## config.mk

```make
export PLATFORM = sky130hd
export DESIGN_NAME = display_scan_ctrl
export DESIGN_NICKNAME = d
export VERILOG_FILES = /design/src/rtl/display_scan_ctrl.sv
export SDC_FILE = /design/constraint.sdc
export NUM_CORES = 1
export LEC_CHECK = 0
export CORE_MARGIN = 5
export CORE_UTILIZATION = 45
export DETAILED_ROUTE_END_ITERATION = 16
export PLACE_DENSITY = 0.68
export SYNTH_ARGS = -nofsm -noshare
export SYNTH_HDL_FRONTEND = slang
export SYNTH_SLANG_ARGS = --single-unit
```

## constraint.sdc

```tcl
create_clock -name sys_clk -period 2.21 [get_ports sys_clk]
set_input_delay 0.3315 -clock sys_clk [delete_from_list [all_inputs] [get_ports sys_clk]]
set_output_delay 0.3315 -clock sys_clk [all_outputs]
set_load 0.05 [all_outputs]
```

## src/rtl/display_scan_ctrl.sv

```systemverilog
// Time-multiplexed scan controller for a 6-digit 7-segment display.
// Inserts blanking gaps, swaps displayed data only at frame boundaries, and can suppress leading zeros.
module display_scan_ctrl #(
   parameter int CLK_DIV   = 50000,
   parameter int BLANK_CYC = 16
) (
   input  logic        sys_clk,
   input  logic        sys_rst,
   input  logic        en,
   input  logic        lz_en,
   input  logic [23:0] data_in,
   input  logic        data_vld,
   output logic [2:0]  bit_disp,
   output logic [3:0]  data_disp,
   output logic        frame_done
);

   typedef enum logic [1:0] {
      IDLE  = 2'd0,
      BLANK = 2'd1,
      SHOW  = 2'd2
   } state_t;

   localparam int              CNT_MAX    = (CLK_DIV > BLANK_CYC) ? CLK_DIV : BLANK_CYC;
   localparam int              CNT_W      = $clog2(CNT_MAX + 1);
   localparam logic [CNT_W-1:0] SHOW_LAST  = CNT_W'(CLK_DIV - 1);
   localparam logic [CNT_W-1:0] BLANK_LAST = CNT_W'((BLANK_CYC > 0) ? BLANK_CYC - 1 : 0);
   localparam state_t          GAP_STATE  = (BLANK_CYC > 0) ? BLANK : SHOW;
   localparam logic [2:0]      BLANK_CODE = 3'b111;
   localparam logic [2:0]      LAST_IDX   = 3'd5;

   state_t           state, state_nxt;
   logic [CNT_W-1:0] cnt, cnt_nxt;
   logic [2:0]       idx, idx_nxt;
   logic             frame_end;

   logic [23:0]      active, shadow, active_nxt;
   logic             pending;
   logic             load_active;

   logic [3:0]       nib [8];
   logic [7:0]       upper_zero;
   logic [2:0]       bit_nxt;
   logic [3:0]       data_nxt;

   // State register
   // NOTE: clocked blocks use non-blocking assignments only, so every register
   // samples pre-edge values and simulation matches the synthesized flops.
   always_ff @(posedge sys_clk) begin
      if (sys_rst) begin
         state <= IDLE;
         cnt   <= '0;
         idx   <= '0;
      end else begin
         state <= state_nxt;
         cnt   <= cnt_nxt;
         idx   <= idx_nxt;
      end
   end

   // Next-state logic
   // NOTE: every combinational output gets a default first, so no path leaves
   // a signal unassigned and no latch is inferred.
   always_comb begin
      state_nxt = state;
      cnt_nxt   = cnt;
      idx_nxt   = idx;
      frame_end = 1'b0;
      unique case (state)
         IDLE: begin
            if (en) begin
               state_nxt = GAP_STATE;
               cnt_nxt   = '0;
               idx_nxt   = '0;
            end
         end
         BLANK: begin
            if (!en) begin
               state_nxt = IDLE;
               cnt_nxt   = '0;
               idx_nxt   = '0;
            end else if (cnt == BLANK_LAST) begin
               state_nxt = SHOW;
               cnt_nxt   = '0;
            end else begin
               cnt_nxt = cnt + 1'b1;
            end
         end
         SHOW: begin
            if (!en) begin
               state_nxt = IDLE;
               cnt_nxt   = '0;
               idx_nxt   = '0;
            end else if (cnt == SHOW_LAST) begin
               state_nxt = GAP_STATE;
               cnt_nxt   = '0;
               frame_end = (idx == LAST_IDX);
               idx_nxt   = (idx == LAST_IDX) ? 3'd0 : idx + 3'd1;
            end else begin
               cnt_nxt = cnt + 1'b1;
            end
         end
         default: begin
            state_nxt = IDLE;
            cnt_nxt   = '0;
            idx_nxt   = '0;
         end
      endcase
   end

   // Displayed value only changes while idle or on the 5->0 wrap, so a frame never mixes values.
   assign load_active = (state == IDLE) || frame_end;

   always_comb begin
      active_nxt = active;
      if (load_active && (pending || data_vld))
         active_nxt = data_vld ? data_in : shadow;
   end

   // Output logic, evaluated on next-cycle values so the registered outputs line up with the state.
   always_comb begin
      for (int k = 0; k < 8; k++)
         nib[k] = (k < 6) ? active_nxt[4*k +: 4] : 4'd0;

      upper_zero = '0;
      upper_zero[5] = (nib[5] == 4'd0);
      for (int k = 4; k >= 0; k--)
         upper_zero[k] = upper_zero[k+1] && (nib[k] == 4'd0);

      bit_nxt  = BLANK_CODE;
      data_nxt = 4'd0;
      if (state_nxt == SHOW) begin
         data_nxt = nib[idx_nxt];
         bit_nxt  = (lz_en && (idx_nxt != 3'd0) && upper_zero[idx_nxt]) ? BLANK_CODE : idx_nxt;
      end
   end

   // Data path and registered outputs
   always_ff @(posedge sys_clk) begin
      if (sys_rst) begin
         active     <= '0;
         shadow     <= '0;
         pending    <= 1'b0;
         bit_disp   <= BLANK_CODE;
         data_disp  <= 4'd0;
         frame_done <= 1'b0;
      end else begin
         active <= active_nxt;
         if (data_vld)
            shadow <= data_in;
         if (load_active)
            pending <= 1'b0;
         else if (data_vld)
            pending <= 1'b1;
         bit_disp   <= bit_nxt;
         data_disp  <= data_nxt;
         frame_done <= frame_end;
      end
   end

endmodule

```

Word-level counts from Yosys, hierarchy flattened
Cells that the tools add are included.

Register bits: 78. Input bits: 29. Output and inout port bits: 8. Word-level logic and storage cells: 71.

Add/subtract/negate cells: 2. Magnitude comparators: 2. Equality and inequality tests: 7. Multiplexer cells: 28. Bitwise gates (word level): 2. Reductions and logical operators: 21.

Operators with widths (count): $mux 16 (5); $mux 24 (2); $pmux 16 s3 (1); $logic_not 4->1 (6); $add 16x1->16 const B (1); $eq 16x16->1 const B (1); $eq 16x4->1 const B (1); $mux 3 (5); $bmux 4 s3 (1); $mux 2 (5); $pmux 3 s3 (1); $logic_and 1x1->1 (8); $mux 4 (2); $pmux 2 s3 (1); $eq 2x2->1 const B (2); $ge 4x4->1 const B (1); $lt 3x4->1 const B (1); $mux 1 (4); $not 3->4 (1); $reduce_or 2->1 (2); $add 3x1->3 const B (1); $bmux 1 s3 (1); $eq 3x3->1 const B (1); $reduce_bool 3->1 (1); other kinds (6) (7).

Depth between registers and ports, before layout
Word-level depth: 17. Gate-level depth with buffers: 12. Mapped depth without buffers: 9.

Worst setup path before layout
OpenSTA, ideal clock, no wires.

Path type: register -> register. From: reg cnt[0]. To: reg data_disp[2]. Library setup time: 117 ps. Arrival: 2138 ps. Required time: 2093 ps. Setup slack: -45 ps. Stages on the path, launching flop included: 11. Path buffers: 2. Clock period less this slack: 2255 ps. Cell sequence: dfxtp_1 -> ha_1 -> and4_4 -> and4_1 -> buf_6 -> a221o_1 -> a21o_1 -> buf_6 -> inv_2 -> o211ai_1 -> a32o_1.

Cells in the longest elaborated chain, start to end: 10. Elaborated cells between the ends (all ways): 23. Classes of those cells: 3 x eq/ne; 15 x mux; 2 x bitwise; 3 x reduce/logical.

Ends and longest elaborated chain: start: declaration (line 33) `logic [CNT_W-1:0] cnt, cnt_nxt;`; start signal: assignment (line 56) `cnt <= cnt_nxt;`; $eq 16x16->1 (line 94) `end else if (cnt == SHOW_LAST) begin`; $mux 1 (line 94); $mux 1 (line 90) `if (!en) begin`; $mux 1 (line 69) `unique case (state)`; $logic_or 1x1->1 (line 112) `assign load_active = (state == IDLE) || frame_end;`; $logic_and 1x1->1 (line 116) `if (load_active && (pending || data_vld))`; $mux 24 (line 116); $bmux 4 s3 (line 133) `data_nxt = nib[idx_nxt];`; $mux 4 (not written as such) (2 in series) (line 133); end signal: assignment (line 156) `data_disp <= data_nxt;`; end: declaration (line 14) `output logic [3:0] data_disp,`.

Several ways; a longest one is shown, not always the timed one. The select of a mux whose other input is x is not followed. A chain may end at the register's enable or synchronous reset.

Worst setup path in the final report
From: reg cnt[1]. To: reg data_disp[2].

The elaborated chain is that of the path after synthesis.

==> out/results.txt <==
Floorplan row count: 33. Capturing element type of the critical path: a register. The count of input and output buffers works out to 36.

The worst path setup slack after routing came out at -0.00802 ns. The first global-routing pass estimated 15200 um of wire. The area overhead of the layout relative to synthesis was 37.5%. The worst setup path is of the register to register kind. Summing the sequential cell areas from Yosys gives 41.5% of the chip area. The register bit total from synthesis is 78, and the net count of the mapped netlist is 447. The pin count of the biggest net entering global routing was 38.

The overall overflow remaining after global route was 0; the total clock buffers created by CTS was 9. The run gives 0 as the final count of hold timing violations. Using the TritonRoute via totals, the vias-per-cell ratio works out to 5.25. The number of antenna diodes in the final layout is 0.

The top-area cell type share of the netlist area was 41.5%. TritonCTS built the clock tree. The signal on the critical path passes through ha_4 > and4_4 > and4_4 > a22o_4 > buf_4 > mux2i_4 > o21a_1 > o21ai_1 > a32o_1. The number of enable flip-flop cells after synthesis is 0. The worst path in the final design needs a cycle of 2.22 ns, including I/O delays and setup. 37 I/O pins were placed. Count of hold buffers inserted by post-cts repair: 0. For this block, the routed nets add up to 9390 um of wire.

For this design the ratio of total power to cell area is 641 mW/mm^2. The worst hold path was traced through 3 stages. The root buffer cell chosen for the clock tree is sky130_fd_sc_hd__clkbuf_8.

The flow ran to the end, but the final reports show violations. The critical path data required time came out at 2.45 ns. The analysis attributes to cell leakage a power of 2.05 nW. In this run the worst hold path is classified as primary input to register. The clock-pin slew on the worst setup and hold paths works out to 0.08 ns. The worst path uses 100% of the clock period. The maximum fanout along the worst path was 6.

The top cell types in the final layout, fill and taps aside, are 74 x sky130_fd_sc_hd__dfxtp_1, 70 x sky130_fd_sc_hd__buf_4, 65 x sky130_fd_sc_hd__nor2_1. The longest clock path from root to sink contains 2 buffers. The final reports fail on negative setup slack. The run gives 3 as the CTS H-tree depth. Adding up every negative setup slack in the final design gives -0.00802 ns. The run gives 0.889 as the final weighted congestion of routability-driven global placement.

The die extent in y came out at 101 um. The initial antenna violation count is 0, and the worst slack after detailed placement is -0.247 ns. VDD sags by at most 0.514 mV. The most instantiated flip-flop cell in the synthesis netlist is sky130_fd_sc_hd__dfxtp_1.

Synthesis produced 413 cells. The cell type with the highest aggregate area in the netlist was sky130_fd_sc_hd__dfxtp_1. The region available for standard cell placement spans 0.00818 mm^2. The number of max-capacitance violations reported was 0; the full die area was 0.0103 mm^2. In this run the remaining antenna-violating nets after routing total 0. By instance count, the cell type seen most on the critical path is sky130_fd_sc_hd__and4_4. The post-route netlist has 28.7% of its cells at a drive strength greater than 1. For the cell area after technology mapping, the log shows 0.00376 mm^2. The tools report the arrival time at the worst endpoint as 2.46 ns. For this design, the sink count on the clock tree is 78. The number of distinct library cells after synthesis was 60; the final setup skew was 0.0130 ns. Once the floorplan was initialized, standard cells occupied 46.0% of the core. Averaged over all synthesized cells, the footprint is 9.11 um^2. Once detailed placement completed, the half-perimeter wirelength came to 6660 um. The delay of the slowest critical-path stage is 0.36 ns.

Layout net count: 548. The average wire per cell in the routed design was 15.0 um. For the number of global-route vias before repair, the log shows 3265.

Highest achievable clock rate: 451 MHz. The worst setup path is launched from a register. Among all stages on the critical path, the largest delay is contributed by sky130_fd_sc_hd__dfxtp_2. For the pin with the worst max-slew slack, the measured transition is 0.643 ns. The die outline width is 101 um. Summing all multi-input logic gate instances after layout gives 0.00221 mm^2. Measured in cells, the most critical reg-to-reg path has a length of 9.

Number of max-slew violations in the final report: 0. For the worst-skew pair, the clock arrives at the later sink with an insertion delay of 0.35 ns. The total global routing track utilization was 18.5%; the total of endpoints with negative setup slack in the final report was 1. In the post-synthesis netlist, the biggest area contributors are sky130_fd_sc_hd__dfxtp_1 42%, sky130_fd_sc_hd__mux2i_1 7.7%, sky130_fd_sc_hd__nor2_1 6.6%.

Headroom to the max-slew limit came out at 56.7%. The via count was 3276; the number of warnings printed during yosys synthesis was 0. Setup repair after global routing could not meet its margin everywhere. Final-layout fill cell count: 676. The most common cell after layout, fill and taps aside is sky130_fd_sc_hd__dfxtp_1. The DRC violation count after routing is 0.

The first routing iteration left 108 violations. The run gives 4 as the detailed-router iteration count before antenna repair. The tools report the final core utilization as 63.3%. After synthesis, the share of flip-flops with an asynchronous set or reset is 0%. Summing all flip-flop and latch instances after layout gives 0.00157 mm^2.
==> power breakdown <==
group / switching [W] / internal [W] / total, W
sequential: 0.0000386 / 0.00147 / 0.00151
clock: 0.000534 / 0.000698 / 0.00123
combinational: 0.000270 / 0.000307 / 0.000577
total: 0.000843 / 0.00248 / 0.00332
==> layer usage <==
layer	up-vias	track usage, %	part of all wire [%]
met4	0	6.75	0.88
li1	1660	-	-
met1	1549	23.7	46
met2	58	30.7	50
met3	9	3.93	3.3
met5	-	0	0
==> worst max-delay path, delay by kind of cell (launching register included) <==
kind / cells / cell delay, ns
adder cells (fa/ha/maj): 1 / 0.14
flip-flops: 1 / 0.36
AND/OR/NAND/NOR: 2 / 0.51
multiplexers: 1 / 0.25
buffers and inverters: 1 / 0.17
AO/OA/AOI/OAI: 4 / 0.68
==> repair_timing <==
action,in CTS,in global routing
endpoints found under the hold margin,0,0
pin swaps,3,18
buffers inserted,3,4
endpoints found under the setup margin,8,15
cloned,0,1
resized for setup,17,29
==> through the flow <==
step	hold slack, ns	instance area [um^2]	total power [W]	instances
floorplan	0.455	3770	0.00184	413
global placement	0.489	4660	0.00204	600
detailed placement	0.482	4660	0.00204	600
CTS	0.367	4960	0.00327	619
global route	0.486	5170	0.00346	624
finish	0.475	5170	0.00332	624
==> flip-flops by register name, indices dropped and copies added, names as in the netlist <==
| register | cells |
|---|---|
| bit_disp | 3 |
| shadow | 24 |
| cnt | 16 |
| frame_done | 1 |
| state | 2 |
| pending | 1 |
| idx | 3 |
| active | 24 |
| data_disp | 4 |
==> worst paths after layout <==
check,from,end,slack [ns]
worst max-delay path,cnt[1],data_disp[2],-0.008
worst min-delay path,sys_rst,cnt[0],0.48
worst max register to register,cnt[1],data_disp[2],-0.008
worst min register to register,idx[2],frame_done,0.50
==> layout make-up <==
type                       instances  area share (%)
multi-input combinational        306            42.7
timing repair buffer             113            19.4
inverter                           6           0.532
sequential                        78            30.3
clock buffer                      11            2.93
tap                              105            2.54
clock inverter                     5            1.57
==> cells in the mapped netlist (5+ instances only) <==
| library cell | n |
|---|---|
| sky130_fd_sc_hd__o21ai_0 | 16 |
| sky130_fd_sc_hd__o21ai_1 | 8 |
| sky130_fd_sc_hd__and2_1 | 5 |
| sky130_fd_sc_hd__clkbuf_1 | 11 |
| sky130_fd_sc_hd__mux2_2 | 14 |
| sky130_fd_sc_hd__nor2b_1 | 17 |
| sky130_fd_sc_hd__dfxtp_1 | 78 |
| sky130_fd_sc_hd__nor4_1 | 10 |
| sky130_fd_sc_hd__mux2i_1 | 29 |
| sky130_fd_sc_hd__xor2_1 | 6 |
| sky130_fd_sc_hd__nor2_1 | 66 |
| sky130_fd_sc_hd__nor3_1 | 11 |
| sky130_fd_sc_hd__o21a_1 | 5 |
| sky130_fd_sc_hd__a21oi_1 | 8 |
| sky130_fd_sc_hd__ha_1 | 5 |
| sky130_fd_sc_hd__nand3_1 | 11 |
| sky130_fd_sc_hd__nand2_1 | 26 |
| sky130_fd_sc_hd__inv_1 | 5 |
| sky130_fd_sc_hd__a22oi_1 | 5 |
==> cells by family (layout without fill, tap and decap cells) <==
kind of cell | after synthesis | after routing | synth area share [%]
simple gates | 178 | 178 | 24.9
flops | 78 | 78 | 41.5
fa+ha+maj | 5 | 5 | 1.66
buf+inv | 29 | 135 | 4.62
xor+xnor | 9 | 9 | 2.10
compound gates | 70 | 70 | 12.9
mux | 44 | 44 | 12.3
Power figures use the tool's default switching activity.
